**config.mk**
```make
export PLATFORM = sky130hd
export DESIGN_NAME = uart_program_loader
export DESIGN_NICKNAME = d
export VERILOG_FILES = /design/src/rtl/uart_program_loader.sv
export SDC_FILE = /design/constraint.sdc
export NUM_CORES = 1
export LEC_CHECK = 0
export CORE_MARGIN = 4
export CORE_UTILIZATION = 49
export DETAILED_ROUTE_END_ITERATION = 7
export GPL_TIMING_DRIVEN = 0
export PLACE_DENSITY = 0.75
export SYNTH_ARGS = -nofsm -noshare
export SYNTH_HDL_FRONTEND = slang
export SYNTH_SLANG_ARGS = --single-unit
```
**constraint.sdc**
```tcl
create_clock -name clk -period 2.51 [get_ports clk]
set_input_delay 0.3765 -clock clk [delete_from_list [all_inputs] [get_ports clk]]
set_output_delay 0.3765 -clock clk [all_outputs]
set_load 0.02 [all_outputs]
```
**src/rtl/uart_program_loader.sv**
```systemverilog
// Boot-time program loader: 8N1 UART receiver feeding an FSM that assembles little-endian
// 32-bit words and writes them into instruction memory, preceded by a 4-byte word count.
module uart_program_loader #(
  parameter int unsigned CLK_FREQ  = 100_000_000,
  parameter int unsigned BAUD      = 115_200,
  parameter int unsigned MAX_WORDS = 1024
) (
  input  logic        clk,
  input  logic        rst,
  input  logic        rx,
  output logic        imem_we,
  output logic [31:0] imem_addr,
  output logic [31:0] imem_wdata,
  output logic        load_done,
  output logic        load_error,
  output logic [31:0] words_loaded
);

  localparam int unsigned ClksPerBit = CLK_FREQ / BAUD;
  localparam int unsigned CntW       = $clog2(ClksPerBit);
  localparam logic [CntW-1:0] BitEnd  = CntW'(ClksPerBit - 1);
  localparam logic [CntW-1:0] HalfEnd = CntW'(ClksPerBit / 2 - 1);

  typedef enum logic [1:0] {RxIdle, RxStart, RxData, RxStop} rx_state_e;
  typedef enum logic [1:0] {LdLen, LdData, LdDone, LdError} ld_state_e;

  logic            rx_meta_q, rx_meta_d, rx_sync_q, rx_sync_d, rx_prev_q, rx_prev_d;
  rx_state_e       rx_state_q, rx_state_d;
  logic [CntW-1:0] cnt_q, cnt_d;
  logic [2:0]      bit_idx_q, bit_idx_d;
  logic [7:0]      shift_q, shift_d;
  logic            byte_valid, frame_err;

  ld_state_e       ld_state_q, ld_state_d;
  logic [1:0]      byte_cnt_q, byte_cnt_d;
  logic [31:0]     len_q, len_d, word_q, word_d, words_q, words_d;
  logic            we_q, we_d;
  logic [31:0]     addr_q, addr_d, wdata_q, wdata_d;

  // Receiver: sample mid-bit, counting from the first synchronised low of the start bit.
  always_comb begin
    rx_meta_d  = rx;
    rx_sync_d  = rx_meta_q;
    rx_prev_d  = rx_sync_q;
    rx_state_d = rx_state_q;
    cnt_d      = cnt_q;
    bit_idx_d  = bit_idx_q;
    shift_d    = shift_q;
    byte_valid = 1'b0;
    frame_err  = 1'b0;
    unique case (rx_state_q)
      RxIdle: begin
        if (rx_prev_q && !rx_sync_q) begin
          rx_state_d = RxStart;
          cnt_d      = '0;
        end
      end
      RxStart: begin
        if (cnt_q == HalfEnd) begin
          cnt_d      = '0;
          bit_idx_d  = '0;
          rx_state_d = rx_sync_q ? RxIdle : RxData;
        end else begin
          cnt_d = cnt_q + CntW'(1);
        end
      end
      RxData: begin
        if (cnt_q == BitEnd) begin
          cnt_d   = '0;
          shift_d = {rx_sync_q, shift_q[7:1]};
          if (bit_idx_q == 3'd7) rx_state_d = RxStop;
          else bit_idx_d = bit_idx_q + 3'd1;
        end else begin
          cnt_d = cnt_q + CntW'(1);
        end
      end
      RxStop: begin
        if (cnt_q == BitEnd) begin
          cnt_d      = '0;
          rx_state_d = RxIdle;
          byte_valid = rx_sync_q;
          frame_err  = !rx_sync_q;
        end else begin
          cnt_d = cnt_q + CntW'(1);
        end
      end
      default: rx_state_d = RxIdle;
    endcase
  end

  always_comb begin
    ld_state_d = ld_state_q;
    byte_cnt_d = byte_cnt_q;
    len_d      = len_q;
    word_d     = word_q;
    words_d    = words_q;
    we_d       = 1'b0;
    addr_d     = addr_q;
    wdata_d    = wdata_q;
    unique case (ld_state_q)
      LdLen: begin
        if (frame_err) begin
          ld_state_d = LdError;
        end else if (byte_valid) begin
          len_d      = {shift_q, len_q[31:8]};
          byte_cnt_d = byte_cnt_q + 2'd1;
          if (byte_cnt_q == 2'd3) begin
            if (len_d == 32'd0)                ld_state_d = LdDone;
            else if (len_d > 32'(MAX_WORDS))   ld_state_d = LdError;
            else                               ld_state_d = LdData;
          end
        end
      end
      LdData: begin
        if (frame_err) begin
          ld_state_d = LdError;
        end else if (byte_valid) begin
          word_d     = {shift_q, word_q[31:8]};
          byte_cnt_d = byte_cnt_q + 2'd1;
          if (byte_cnt_q == 2'd3) begin
            we_d    = 1'b1;
            addr_d  = {words_q[29:0], 2'b00};
            wdata_d = word_d;
            words_d = words_q + 32'd1;
          end
        end
        // Finish one cycle after the final write is presented.
        if (we_q && words_q == len_q) ld_state_d = LdDone;
      end
      default: ;
    endcase
  end

  always_ff @(posedge clk) begin
    if (rst) begin
      rx_meta_q  <= 1'b1;
      rx_sync_q  <= 1'b1;
      rx_prev_q  <= 1'b1;
      rx_state_q <= RxIdle;
      cnt_q      <= '0;
      bit_idx_q  <= '0;
      shift_q    <= '0;
      ld_state_q <= LdLen;
      byte_cnt_q <= '0;
      len_q      <= '0;
      word_q     <= '0;
      words_q    <= '0;
      we_q       <= 1'b0;
      addr_q     <= '0;
      wdata_q    <= '0;
    end else begin
      rx_meta_q  <= rx_meta_d;
      rx_sync_q  <= rx_sync_d;
      rx_prev_q  <= rx_prev_d;
      rx_state_q <= rx_state_d;
      cnt_q      <= cnt_d;
      bit_idx_q  <= bit_idx_d;
      shift_q    <= shift_d;
      ld_state_q <= ld_state_d;
      byte_cnt_q <= byte_cnt_d;
      len_q      <= len_d;
      word_q     <= word_d;
      words_q    <= words_d;
      we_q       <= we_d;
      addr_q     <= addr_d;
      wdata_q    <= wdata_d;
    end
  end

  assign imem_we      = we_q;
  assign imem_addr    = addr_q;
  assign imem_wdata   = wdata_q;
  assign load_done    = (ld_state_q == LdDone);
  assign load_error   = (ld_state_q == LdError);
  assign words_loaded = words_q;

endmodule

```
* Word-level counts from Yosys, hierarchy flattened
Cells that the tools add are included.
** Operators by class
- $add $sub $neg :: 4
- Magnitude comparators :: 1
- Eq/ne operators :: 20
- Muxes and demuxes :: 28
- Bitwise operators :: 3
- Reduce and logical (&&, ||, !) cells :: 19
** Operator list (number)
- adder 32 x 1 -> 32 bit, second input constant :: 1
- equality test 32 bit :: 1
- > comparator 32 x 11 -> 1 bit, second input constant :: 1
- zero test 32 bit :: 1
- two-way mux 10 bit :: 3
- one-hot mux 10 bit (3 select lines) :: 1
- two-way mux 2 bit :: 13
- inequality test 2 bit, second input constant :: 6
- AND reduction 4 bit :: 3
- adder 10 x 1 -> 10 bit, second input constant :: 1
- equality test 10 bit, second input constant :: 1
- equality test 10 x 9 -> 1 bit, second input constant :: 1
- equality test 2 bit, second input constant :: 5
- two-way mux 3 bit :: 3
- inequality test 3 bit, second input constant :: 3
- AND reduction 3 bit :: 3
- one-hot mux 2 bit (4 select lines) :: 1
- one-hot mux 3 bit (2 select lines) :: 1
- two-way mux 1 bit :: 5
- AND reduction 5 bit :: 1
- equality test 2 x 1 -> 1 bit, second input constant :: 2
- zero test 2 bit :: 2
- one-hot mux 2 bit (2 select lines) :: 1
- nonzero test 2 bit :: 2
- other kinds (9) :: 13
** Word-level totals
- Register bits :: 189
- Input bits :: 3

* Longest topological paths before layout
- Word-level depth :: 7
- Gate-level depth with buffers :: 9
- Depth with buffers taken out :: 7

* Worst setup path before layout
No wires, ideal clock.
- Path type :: register -> register
- Start point :: register cnt_q[0]
- End point :: register words_q[14], in the netlist words_loaded[14]
- Library setup time :: 70 ps
- Arrival :: 2267 ps
- Required time :: 2440 ps
- Setup slack :: 173 ps
- Stages on the path, launching flop included :: 8
- Path buffers :: 1
- Cells stage by stage :: dfxtp_1 > ha_1 > nand4bb_1 > clkbuf_1 > or3_4 > or4b_4 > or3_1 > a21oi_1
** Between the ends
- Word-level cells in the longest chain between the ends :: 5
** RTL lines
- start, declared :: line 29 : logic [CntW-1:0] cnt_q, cnt_d;
- start signal, assigned :: line 156 : cnt_q <= cnt_d;
- equality test 10 bit (*) :: line 78 : if (cnt_q == BitEnd) begin
- two-way mux 1 bit :: line 78
- two-way mux 1 bit :: line 51 : unique case (rx_state_q)
- inverter 1 bit (no source line)
- AND reduction 4 bit (no source line) (*)
- end signal, assigned :: line 163 : words_q <= words_d;
- end, declared :: line 36 : logic [31:0] len_q, len_d, word_q, word_d, words_q, words_d;
Mark *: on every way between the ends. The rest lies on a longest branch, timed or not.
A chain may end at the register's enable or synchronous reset.

* Worst setup path in the final report
- Start point :: register cnt_q[2]
- End point :: register words_q[14], in the netlist words_loaded[14]
The elaborated chain is that of the path after synthesis.

==> metrics <==
status=completed; fin. max-slew vios=0; CORE AREA=15100 um^2; Hold Path Class=reg2reg; critical path class=reg2reg; Area after DPL=between 8000 and 9000 um^2; leakage=3.27 nW; starting density of the core=49.7%; routed length per instance=16.5 um; Setup Skew=roughly 0.0094 ns; RSZ-0062 raised after global routing=true; Main synth FF type=dfxtp_1; share of layout cells above drive strength 1=7.29%; Synth top area share=48.1%; Via Count=7109; synth warn=0; Finished Layout Cells=1258; Pwr Density=between 500 and 600 nW/um^2; Syn Area/Cell=around 8 um^2; Final Setup Violations=0; f_max=roughly 410 MHz; fin crit share=98.1%; DPL Wire Length=14400 um; Synth area leader=dfxtp_1; largest net degree at the start of global routing=17; Nets=1067; fin util=62.5%; GP Congestion=~0.94; Tmin final=2.46 ns; all-layer global routing usage=a little under a quarter; latest clock arrival within the worst-skew pair=0.43 ns; Worst-path clk slew=0.07 ns; Max VDD drop=0.569 mV; Ant. Diodes=0; Vias per Instance=5.65; Area growth syn-to-layout=25.8%; final total power=5.62 mW; Hold Buf Count CTS=0; number of flops mapped to enable cells by yosys=0; most common cell after layout, fill and taps aside=nand2_1; Syn Inst Count=937; Seq/Total Area, Yosys=between 40% and 50%; highest-count cells in the layout ignoring fill and taps=nand2_1 (262), dfxtp_1 (177), a21oi_1 (147); H-tree Lvls=4; Std-Cell Rows=45; max_slew headroom=47.5%; CTS Buf Count=17; WP data arrival=2.82 ns; Distinct cells, synth=47; # IOs=102; startpoint types=register; global-route wire length before repair=33100 um; CP Max Fanout=9; Hold WS=just over 0.4 ns; CTS root buf=clkbuf_16; initial antenna violation count=0; asr flop ratio synth=0%; Net Sw Frac=a little over a fifth; Initial DRT Pass Iterations=5; worst slew pin tran=0.788 ns; internal power=4.40 mW; worst-case clock buffer depth=2; PortBufs=around 100; Routed WL=20800 um; register bit total from synthesis=181; CTS sink cnt=181; clock share of power=46.5%; final instance area=9470 um^2; Required @ worst endpoint=2.87 ns; Seq pwr share=51.3%; CTS tree=yes; die height=132 um; vias in the first global route=between 6000 and 7000; synth top area cells=dfxtp_1 (48%), nand2_1 (13%), a21oi_1 (9.8%); Post-Place Cells=1225; drt drc=0; Combinational Power Share=about 2.2%; DRT iter0 DRCs=approximately 550; die width=132 um; Die ar.=17400 um^2; GR Overflow Total=0; sw power=1.22 mW; DRT antenna net count=0; element type at the critical path end=register; Max-Cap Viols=0; final-report hold violation count=0; Mapped Area=~7500 um^2
[state kept, by name (all words and copies together), names as in the netlist, named ones only]
name and count:
imem_wdata 32, len_q 32, words_loaded 32, imem_addr 30, word_q 24, cnt_q 10
shift_q 8, bit_idx_q 3, byte_cnt_q 2, ld_state_q 2, imem_we 1, rx_meta_q 1
rx_prev_d 1, rx_prev_q 1, rx_state_q 1
[per-stage QoR]
step,setup slack (ns),TNS (ns)
detailed placement,-0.772,-56.36
global route,-0.0565,-0.193
floorplan,0.173,0
global placement,-0.782,-57.32
finish,0.0472,0
CTS,-0.118,-2.08
[synth_stat cells, types with 7 or more instances]
library cell  count
nand4_1          18
o21ai_0          17
nand3_1          21
xor2_1           40
a311oi_1          8
nor4_1           19
xnor2_1           8
nand2_1         262
nor2_1           40
or3_1            10
a21oi_1         148
clkbuf_1         54
nor3_1           10
and3_1            7
inv_1             9
mux2i_1          10
dfxtp_1         181
[area by class of cell]
cell class / instances / area (um^2)
Buffer: 59 / 278
Fill cell: 1335 / 5680
Multi-Input combinational cell: 685 / 3670
Sequential cell: 181 / 3630
Timing Repair Buffer: 105 / 1050
Inverter: 9 / 33.8
Clock buffer: 20 / 447
Clock inverter: 11 / 125
Tap cell: 188 / 235
[power groups by stage]
stage          registers (mW)  logic [mW]  clock network (mW)
5_1_grt                  2.88       0.136                2.76
6_report                 2.88       0.124                2.61
2_1_floorplan            2.94      0.0820                   0
3_5_place_dp             2.95       0.121                   0
3_3_place_gp             2.95       0.121                   0
4_1_cts                  2.88       0.122                2.64
[worst max-delay path, stage by stage, from the launching register on]
cell,delay (ns)
dfxtp_2,0.34
or3b_1,0.40
buf_6,0.17
or3_4,0.42
or4b_4,0.53
or3_1,0.39
a21oi_2,0.15
[layer usage]
layer  vias to the layer above  global-route usage (%)  wire length (um)
li1                       3437                       -                 -
met1                      3312                    30.6              9150
met2                       305                    36.2              9400
met3                        55                    5.00              1540
met4                         0                    10.8               672
met5                         -                       0                 0
[cell families after synthesis]
logic type,synth area share [%]
other cells,0.0498
fa+ha+maj,0.997
flops,48.1
mux,1.33
buf+inv,3.84
xor+xnor,5.59
simple gates,26.4
compound gates,13.7
[final timing paths]
| kind | slack [ns] | cells past startpoint | startpoint | to |
|---|---|---|---|---|
| max | 0.05 | 6 | cnt_q[2] | words_loaded[14] |
| min | 0.41 | 1 | rx_meta_q | rx_prev_d |
| max reg2reg | 0.05 | 6 | cnt_q[2] | words_loaded[14] |
| min reg2reg | 0.41 | 1 | rx_meta_q | rx_prev_d |
[repair_timing]
action                     CTS  global route
pin swaps                    1             3
buffers inserted             3             3
resized for setup           16            23
setup endpoints to repair  149           117
Power figures use the tool's default switching activity.
